### config.mk
export PLATFORM = sky130hd
export DESIGN_NAME = cw305_crypto_seq_flat
export DESIGN_NICKNAME = d
export VERILOG_FILES = /design/src/rtl/cw305_seq_pkg.sv /design/src/rtl/cw305_crypto_seq_if.sv /design/src/rtl/cw305_sync_edge.sv /design/src/rtl/cw305_crypto_seq.sv /design/src/flat_wrapper.sv
export SDC_FILE = /design/constraint.sdc
export NUM_CORES = 1
export LEC_CHECK = 0
export CAP_MARGIN = 25
export CORE_AREA = 8 8 301 303
export CTS_CLUSTER_DIAMETER = 80
export DETAILED_ROUTE_END_ITERATION = 10
export DIE_AREA = 0 0 309 311
export DONT_BUFFER_PORTS = 1
export PLACE_DENSITY = 0.36
export SKIP_LAST_GASP = 1
export SYNTH_ARGS = -nofsm -noshare
export SYNTH_HDL_FRONTEND = slang
export SYNTH_SLANG_ARGS = --single-unit
### constraint.sdc
create_clock -name clk -period 1.7 [get_ports clk]
set_input_delay 0.34 -clock clk [delete_from_list [all_inputs] [get_ports clk]]
set_output_delay 0.34 -clock clk [all_outputs]
set_load 0.05 [all_outputs]
### src/rtl/cw305_seq_pkg.sv
// cw305_seq_pkg
//   Shared types and constants for the CW305 crypto sequencer slice.
//   - seq_state_e : sequencer FSM states
//   - DEF_*       : default parameter values for widths and timeout
//   - tcnt_width  : bit width of the RUN-phase timeout counter
package cw305_seq_pkg;

  typedef enum logic [2:0] {
    IDLE,
    LOAD,
    ARM,
    START,
    RUN
  } seq_state_e;

  localparam int DEF_KEY_WIDTH      = 128;
  localparam int DEF_TEXT_WIDTH     = 128;
  localparam int DEF_DELAY_WIDTH    = 16;
  localparam int DEF_TIMEOUT_CYCLES = 65535;

  // Wide enough to hold the value TIMEOUT_CYCLES itself.
  function automatic int tcnt_width(input int timeout_cycles);
    return $clog2(timeout_cycles + 1);
  endfunction

endpackage

### src/rtl/cw305_crypto_seq_if.sv
// cw305_crypto_seq_if
//   Bus between the sequencer and the crypto core.
//   - core_key/core_text : operands latched by the sequencer
//   - core_load          : one-cycle operand load strobe
//   - core_start         : one-cycle start strobe
//   - core_done          : core completion pulse
//   - core_result        : core output, valid with core_done
//   Modports: master = sequencer side, slave = crypto core side.
interface cw305_crypto_seq_if
  import cw305_seq_pkg::*;
#(
  parameter int KEY_WIDTH  = DEF_KEY_WIDTH,
  parameter int TEXT_WIDTH = DEF_TEXT_WIDTH
);

  logic [KEY_WIDTH-1:0]  core_key;
  logic [TEXT_WIDTH-1:0] core_text;
  logic                  core_load;
  logic                  core_start;
  logic                  core_done;
  logic [TEXT_WIDTH-1:0] core_result;

  modport master (
    output core_key, core_text, core_load, core_start,
    input  core_done, core_result
  );

  modport slave (
    input  core_key, core_text, core_load, core_start,
    output core_done, core_result
  );

endinterface

### src/rtl/cw305_sync_edge.sv
// cw305_sync_edge
//   Two-flop synchronizer for an asynchronous level, followed by a
//   registered rising-edge detector. A pin edge shows up on 'rise' as a
//   one-cycle pulse three clocks later.
//   Ports:
//   - clk   : clock
//   - reset : synchronous, active-high
//   - din   : asynchronous input level
//   - rise  : one-cycle pulse per synchronized rising edge
module cw305_sync_edge (
  input  logic clk,
  input  logic reset,
  input  logic din,
  output logic rise
);

  logic sync_1;
  logic sync_2;
  logic sync_prev;

  // NOTE: clocked state is written with non-blocking assignments so every
  // flop samples the pre-edge value of its neighbours; blocking here would
  // collapse the synchronizer chain into a single stage.
  always_ff @(posedge clk) begin
    if (reset) begin
      sync_1    <= 1'b0;
      sync_2    <= 1'b0;
      sync_prev <= 1'b0;
      rise      <= 1'b0;
    end else begin
      sync_1    <= din;
      sync_2    <= sync_1;
      sync_prev <= sync_2;
      rise      <= sync_2 & ~sync_prev;
    end
  end

endmodule

### src/rtl/cw305_crypto_seq.sv
// cw305_crypto_seq
//   Sequencer between the CW305 register bank and one crypto core.
//   On a start request (cmd_go, or a synchronized ext_trig rising edge
//   when ext_trig_en=1) it latches key/plaintext, pulses core_load, waits
//   cfg_delay cycles, pulses core_start, holds tio_trigger for the whole
//   operation and captures the result or flags a timeout.
//   Ports:
//   - clk, reset        : clock, synchronous active-high reset
//   - cmd_go            : one-cycle start pulse
//   - ext_trig          : asynchronous external trigger level
//   - ext_trig_en       : enables ext_trig rising edge as a start
//   - cfg_delay         : pre-trigger delay in cycles
//   - key_in, text_in   : operands from the register bank
//   - core              : master side of the crypto core bus
//   - result_out        : registered core result
//   - tio_trigger       : scope trigger
//   - busy              : sequencer not idle
//   - done, timeout     : outcome of the last operation
//   - overrun           : sticky, start request seen while busy
module cw305_crypto_seq
  import cw305_seq_pkg::*;
#(
  parameter int KEY_WIDTH      = DEF_KEY_WIDTH,
  parameter int TEXT_WIDTH     = DEF_TEXT_WIDTH,
  parameter int DELAY_WIDTH    = DEF_DELAY_WIDTH,
  parameter int TIMEOUT_CYCLES = DEF_TIMEOUT_CYCLES
) (
  input  logic                   clk,
  input  logic                   reset,
  input  logic                   cmd_go,
  input  logic                   ext_trig,
  input  logic                   ext_trig_en,
  input  logic [DELAY_WIDTH-1:0] cfg_delay,
  input  logic [KEY_WIDTH-1:0]   key_in,
  input  logic [TEXT_WIDTH-1:0]  text_in,
  cw305_crypto_seq_if.master     core,
  output logic [TEXT_WIDTH-1:0]  result_out,
  output logic                   tio_trigger,
  output logic                   busy,
  output logic                   done,
  output logic                   timeout,
  output logic                   overrun
);

  localparam int                TCNT_W    = tcnt_width(TIMEOUT_CYCLES);
  localparam logic [TCNT_W-1:0] TCNT_LAST = TCNT_W'(TIMEOUT_CYCLES);

  seq_state_e             state;
  seq_state_e             state_next;
  logic                   trig_rise;
  logic                   start_req;
  logic [DELAY_WIDTH-1:0] dly_cnt;
  logic [TCNT_W-1:0]      tcnt;
  logic [TCNT_W-1:0]      tcnt_inc;
  logic                   run_expired;

  logic [KEY_WIDTH-1:0]   core_key_q;
  logic [TEXT_WIDTH-1:0]  core_text_q;
  logic                   core_load_q;
  logic                   core_start_q;

  cw305_sync_edge u_trig_sync (
    .clk   (clk),
    .reset (reset),
    .din   (ext_trig),
    .rise  (trig_rise)
  );

  // cmd_go and an external edge in the same cycle merge into one request.
  assign start_req = cmd_go | (ext_trig_en & trig_rise);

  // tcnt counts RUN cycles already spent; this RUN cycle is number tcnt+1.
  assign tcnt_inc    = tcnt + TCNT_W'(1);
  assign run_expired = (tcnt_inc == TCNT_LAST);

  always_ff @(posedge clk) begin
    if (reset) state <= IDLE;
    else       state <= state_next;
  end

  // NOTE: state_next gets its default before the case so every path
  // assigns it and no latch is inferred.
  always_comb begin
    state_next = state;
    unique case (state)
      IDLE:  if (start_req) state_next = LOAD;
      LOAD:  state_next = (dly_cnt != '0) ? ARM : START;
      // Leave ARM on the cycle the counter steps from 1 to 0.
      ARM:   if (dly_cnt == DELAY_WIDTH'(1)) state_next = START;
      START: state_next = RUN;
      RUN:   if (core.core_done || run_expired) state_next = IDLE;
      default: state_next = IDLE;
    endcase
  end

  // Outputs are decoded from state_next and registered, so they line up
  // with the state register and never see a combinational input path.
  // NOTE: the operand and result registers are reset too, because the
  // register bank must read zeros after reset, not stale operands.
  always_ff @(posedge clk) begin
    if (reset) begin
      core_key_q   <= '0;
      core_text_q  <= '0;
      core_load_q  <= 1'b0;
      core_start_q <= 1'b0;
      tio_trigger  <= 1'b0;
      busy         <= 1'b0;
      result_out   <= '0;
      done         <= 1'b0;
      timeout      <= 1'b0;
      overrun      <= 1'b0;
      dly_cnt      <= '0;
      tcnt         <= '0;
    end else begin
      core_load_q  <= (state_next == LOAD);
      core_start_q <= (state_next == START);
      tio_trigger  <= (state_next == START) || (state_next == RUN);
      busy         <= (state_next != IDLE);

      unique case (state)
        IDLE: begin
          if (start_req) begin
            core_key_q  <= key_in;
            core_text_q <= text_in;
            done        <= 1'b0;
            timeout     <= 1'b0;
            overrun     <= 1'b0;
            dly_cnt     <= cfg_delay;
          end
        end
        ARM:   dly_cnt <= dly_cnt - DELAY_WIDTH'(1);
        START: tcnt    <= '0;
        RUN: begin
          tcnt <= tcnt_inc;
          if (core.core_done) begin
            result_out <= core.core_result;
            done       <= 1'b1;
          end else if (run_expired) begin
            timeout <= 1'b1;
          end
        end
        default: ;
      endcase

      // Requests outside IDLE are dropped but remembered.
      if (start_req && (state != IDLE)) overrun <= 1'b1;
    end
  end

  assign core.core_key   = core_key_q;
  assign core.core_text  = core_text_q;
  assign core.core_load  = core_load_q;
  assign core.core_start = core_start_q;

endmodule

### src/flat_wrapper.sv
// flat-port wrapper written by rule: the top's interface ports become plain ports
module cw305_crypto_seq_flat import cw305_seq_pkg::*;
#(
  parameter int KEY_WIDTH      = DEF_KEY_WIDTH,
  parameter int TEXT_WIDTH     = DEF_TEXT_WIDTH,
  parameter int DELAY_WIDTH    = DEF_DELAY_WIDTH,
  parameter int TIMEOUT_CYCLES = DEF_TIMEOUT_CYCLES
)
  (clk, reset, cmd_go, ext_trig, ext_trig_en, cfg_delay, key_in, text_in, result_out, tio_trigger, busy, done, timeout, overrun, core_core_key, core_core_text, core_core_load, core_core_start, core_core_done, core_core_result);
  cw305_crypto_seq_if #(.KEY_WIDTH(KEY_WIDTH), .TEXT_WIDTH(TEXT_WIDTH)) core_i ();
  input  logic clk;
  input  logic reset;
  input  logic cmd_go;
  input  logic ext_trig;
  input  logic ext_trig_en;
  input  logic [DELAY_WIDTH-1:0] cfg_delay;
  input  logic [KEY_WIDTH-1:0] key_in;
  input  logic [TEXT_WIDTH-1:0] text_in;
  output logic [TEXT_WIDTH-1:0] result_out;
  output logic tio_trigger;
  output logic busy;
  output logic done;
  output logic timeout;
  output logic overrun;
  output wire logic [$bits(core_i.core_key)-1:0] core_core_key;
  output wire logic [$bits(core_i.core_text)-1:0] core_core_text;
  output wire logic [$bits(core_i.core_load)-1:0] core_core_load;
  output wire logic [$bits(core_i.core_start)-1:0] core_core_start;
  input wire logic [$bits(core_i.core_done)-1:0] core_core_done;
  input wire logic [$bits(core_i.core_result)-1:0] core_core_result;
  assign core_core_key = core_i.core_key;
  assign core_core_text = core_i.core_text;
  assign core_core_load = core_i.core_load;
  assign core_core_start = core_i.core_start;
  assign core_i.core_done = core_core_done;
  assign core_i.core_result = core_core_result;
  cw305_crypto_seq #(.KEY_WIDTH(KEY_WIDTH), .TEXT_WIDTH(TEXT_WIDTH), .DELAY_WIDTH(DELAY_WIDTH), .TIMEOUT_CYCLES(TIMEOUT_CYCLES)) u_core (.clk(clk), .reset(reset), .cmd_go(cmd_go), .ext_trig(ext_trig), .ext_trig_en(ext_trig_en), .cfg_delay(cfg_delay), .key_in(key_in), .text_in(text_in), .core(core_i), .result_out(result_out), .tio_trigger(tio_trigger), .busy(busy), .done(done), .timeout(timeout), .overrun(overrun));
endmodule
==> flow_summary.toml <==
[run_status]
run_status = "finished with violations"
violations = "hold timing, setup timing"

[clock_tree]
cts_max_level = 2
clkSinkCount = 430
numCtsBuffers = 53
clk_path_buf_depth = 3
clk_pin_slew_ns = 0.06
clockRootBuffer = "clkbuf_16"
insertion_delay_ns = 0.59
tritoncts = "built"

[pwr]
power.density_nw_per_um2 = 1150
p_seq_frac = 0.435
vdd.ir_drop.worst_uv = 703
comb_power_share = 0.186
p_switching_mw = 9.66
switching_share = 0.318
power_frac_clock = 0.380
intPower_mw = 20.8
p_leak_nw = 9.95

[sta]
min_period_ns = 1.94
worst_slew_pin_slew_ns = 0.805
fin_worst_hold_slack_ns = -0.175
hold_viol = 81
setup_violations = 282
slew_headroom = 0.464
post-route-period-util = 1.14
grt_setup_unrepaired = "true"
setup_ws_ns = -0.239
drv_slew = 0
fin_skew_ns = 0.0143
fmaxAchievable_ghz = 0.516

[logic_synthesis]
post_synth.cell_area_avg_um2 = 7.85
synthXorXnorAreaFrac = 0.00435
yosysSeqAreaShare = 0.555
synth_top_cell_area_share = 0.555
ys_ff_latch = 430
syn_nets = 2387
synth-compound-area-share = 0.160
synth_top_family_by_area = "simple AND/OR/NAND/NOR gates"
ys.flop_type = "dfxtp_1"
synth_fa_ha_area_frac = 0.00322
yosysTopAreaCell = "dfxtp_1"
yosys.area_share.simple = 0.235
synth-edff-count = 0
async_flop_share = 0
netlist_area_um2 = 15500
synthMuxAreaShare = 0.000645
ys_warn_count = 0
yosys-top-cells-area = "dfxtp_1 55%, nand2_1 19%, a21oi_1 13%"
synth_cell_type_count = 55
synth_cells = 1977

[die]
core_area_um2 = 85900
die_w_um = 309
die-area_um2 = 96100
rows = 108
die_y_um = 311
initial_core_util = 0.181
io_pins = 797

[global_route]
grt_pass1_vias = 15800
grt_pass1_wl_um = 102000
grt_max_degree = 430
grt_remaining_overflow = 0
antenna_found_initial = 11
grt_util_all_layers = 0.137

[detailed_routing]
drc = 0
dr.pass1.iters = 6
ant_nets = 0
drt_iter0_drc = 1084
via_per_inst = 4.40
routedWlPerCell_um = 22.0
num_vias = 16200
wl_um = 81100

[placed_design]
post-dp-hpwl_um = 48800
place_area_um2 = 17600
post-place-cells = 3117
placement.io_buffers = 0
routabilityCongestion = 0.831

[layout]
final_layout_size_suffix_gt1_frac = 0.231
finish.utilization = 0.308
syn_to_final_growth_pct = 70.4
final_nets = 2909
multiInputGateArea_um2 = 7070
fin_cells = 3692
final_common_cell = "nand2_1"
fin_area_um2 = 26500
n_fill_cell = 8939
seq_area_um2 = 8640
most-common-layout-cells = "642 x nand2_1, 408 x dfxtp_1, 400 x a21oi_1"

[hold_path]
hold_path.class = "in2reg"

[critical_path]
critPathLaunchType = "flip-flop"
endpoint_kind = "flip-flop"
critPathMaxFanout = 4
arrival_ns = 2.40
crit_required_ns = 2.16
critPathKind = "reg2reg"

[job]
drv_cap = 0
==> stage by stage <==
step | TNS, ns | worst slack [ns] | total power [mW]
after floorplan | -6.84 | -0.138 | 14.8
after global placement | -36.65 | -0.484 | 15.8
after detailed placement | -39.65 | -0.365 | 15.8
after CTS | -37.98 | -0.231 | 29.3
after global routing | -41.74 | -0.305 | 31.6
final | -29.38 | -0.239 | 30.4
==> Yosys cell counts, types with 3 or more instances <==
master,count
ha_1,4
buf_2,28
a221oi_1,3
nor3_1,10
o21ai_0,12
and3_1,3
nand3_1,9
nor2b_1,5
a31oi_1,9
a22oi_1,3
nand4_1,8
nor2_1,39
o311ai_0,4
xnor2_1,4
clkbuf_1,126
nand2b_1,5
a21oi_1,412
inv_1,9
nand4b_1,3
or2_2,3
a311oi_1,6
nor4_1,5
dfxtp_1,430
nand2_1,794
a211oi_1,7
==> worst max-delay path, cell delays in order (launching register included) <==
cell and delay, ns:
dfxtp_2 0.36, nand4_4 0.15, or4_4 0.54, xnor2_2 0.17, nand3_2 0.15, o31ai_4 0.21, buf_4 0.15, a31oi_1 0.07
==> flip-flops by register name, indices dropped and copies added (netlist names) <==
signal / flops
u_core.core.core_text: 128
u_core.tio_trigger: 1
u_core.u_trig_sync.sync_1: 1
u_core.core.core_key: 128
u_core.u_trig_sync.rise: 1
u_core.done: 1
u_core.result_out: 128
u_core.overrun: 1
u_core.u_trig_sync.sync_2: 1
u_core.state: 3
u_core.timeout: 1
u_core.busy: 1
u_core.u_trig_sync.sync_prev: 1
u_core.tcnt: 16
u_core.dly_cnt: 16
u_core.core.core_load: 1
u_core.core.core_start: 1
==> cell families after synthesis <==
kind of cell | after synthesis
and+or+nand+nor | 904
AOI/OAI and AO/OA | 469
DFF | 430
buffers and inverters | 163
xor gates and xnor gates | 6
adders and majority gates | 4
muxes | 1
==> power groups by stage <==
stage               clock [mW]  sequential [mW]  combinational [mW]
finish                    11.6             13.2                5.65
global route              12.3             13.3                6.00
CTS                       11.9             13.2                4.19
detailed placement           0             13.4                2.45
global placement             0             13.4                2.39
floorplan                    0             13.2                1.64
==> cell type report <==
class / instances / area share
inverters: 9 / 0.00137
clock buffers: 75 / 0.0583
diodes: 3 / 0.000284
multi-input cells: 1385 / 0.267
flip-flops and latches: 430 / 0.327
well taps: 1155 / 0.0546
clock inverters: 15 / 0.00847
repair buffers: 620 / 0.283
==> routing by layer <==
layer  GRT usage  part of all wire  vias to the layer above
li1            -                 -                     7551
met1       0.151              0.38                     7815
met2       0.242              0.50                      707
met3      0.0469             0.087                      147
met4      0.0497             0.031                       10
met5           0           0.00078                        -
==> path summary, 6_finish.rpt <==
check                                                        startpoint                               endpoint  slack (ns)  cells after the start
worst max-delay path                        u_core.tcnt[9]$_SDFFE_PP0P_          u_core.tio_trigger$_SDFF_PP0_       -0.24                      7
worst min-delay path                                              reset  u_core.core.core_key[64]$_SDFFE_PP0P_       -0.18                      1
worst max register to register              u_core.tcnt[9]$_SDFFE_PP0P_          u_core.tio_trigger$_SDFF_PP0_       -0.24                      7
worst min register to register  u_core.u_trig_sync.sync_prev$_SDFF_PP0_     u_core.u_trig_sync.rise$_SDFF_PP0_        0.38                      1
==> timing repair <==
item,CTS,global route
buffers inserted,24,31
resized for setup,102,277
pin swaps,45,144
hold buffers,337,18
gates cloned,23,56
setup endpoints to repair,340,424
hold endpoints to repair,426,364
Power figures use the tool's default switching activity.
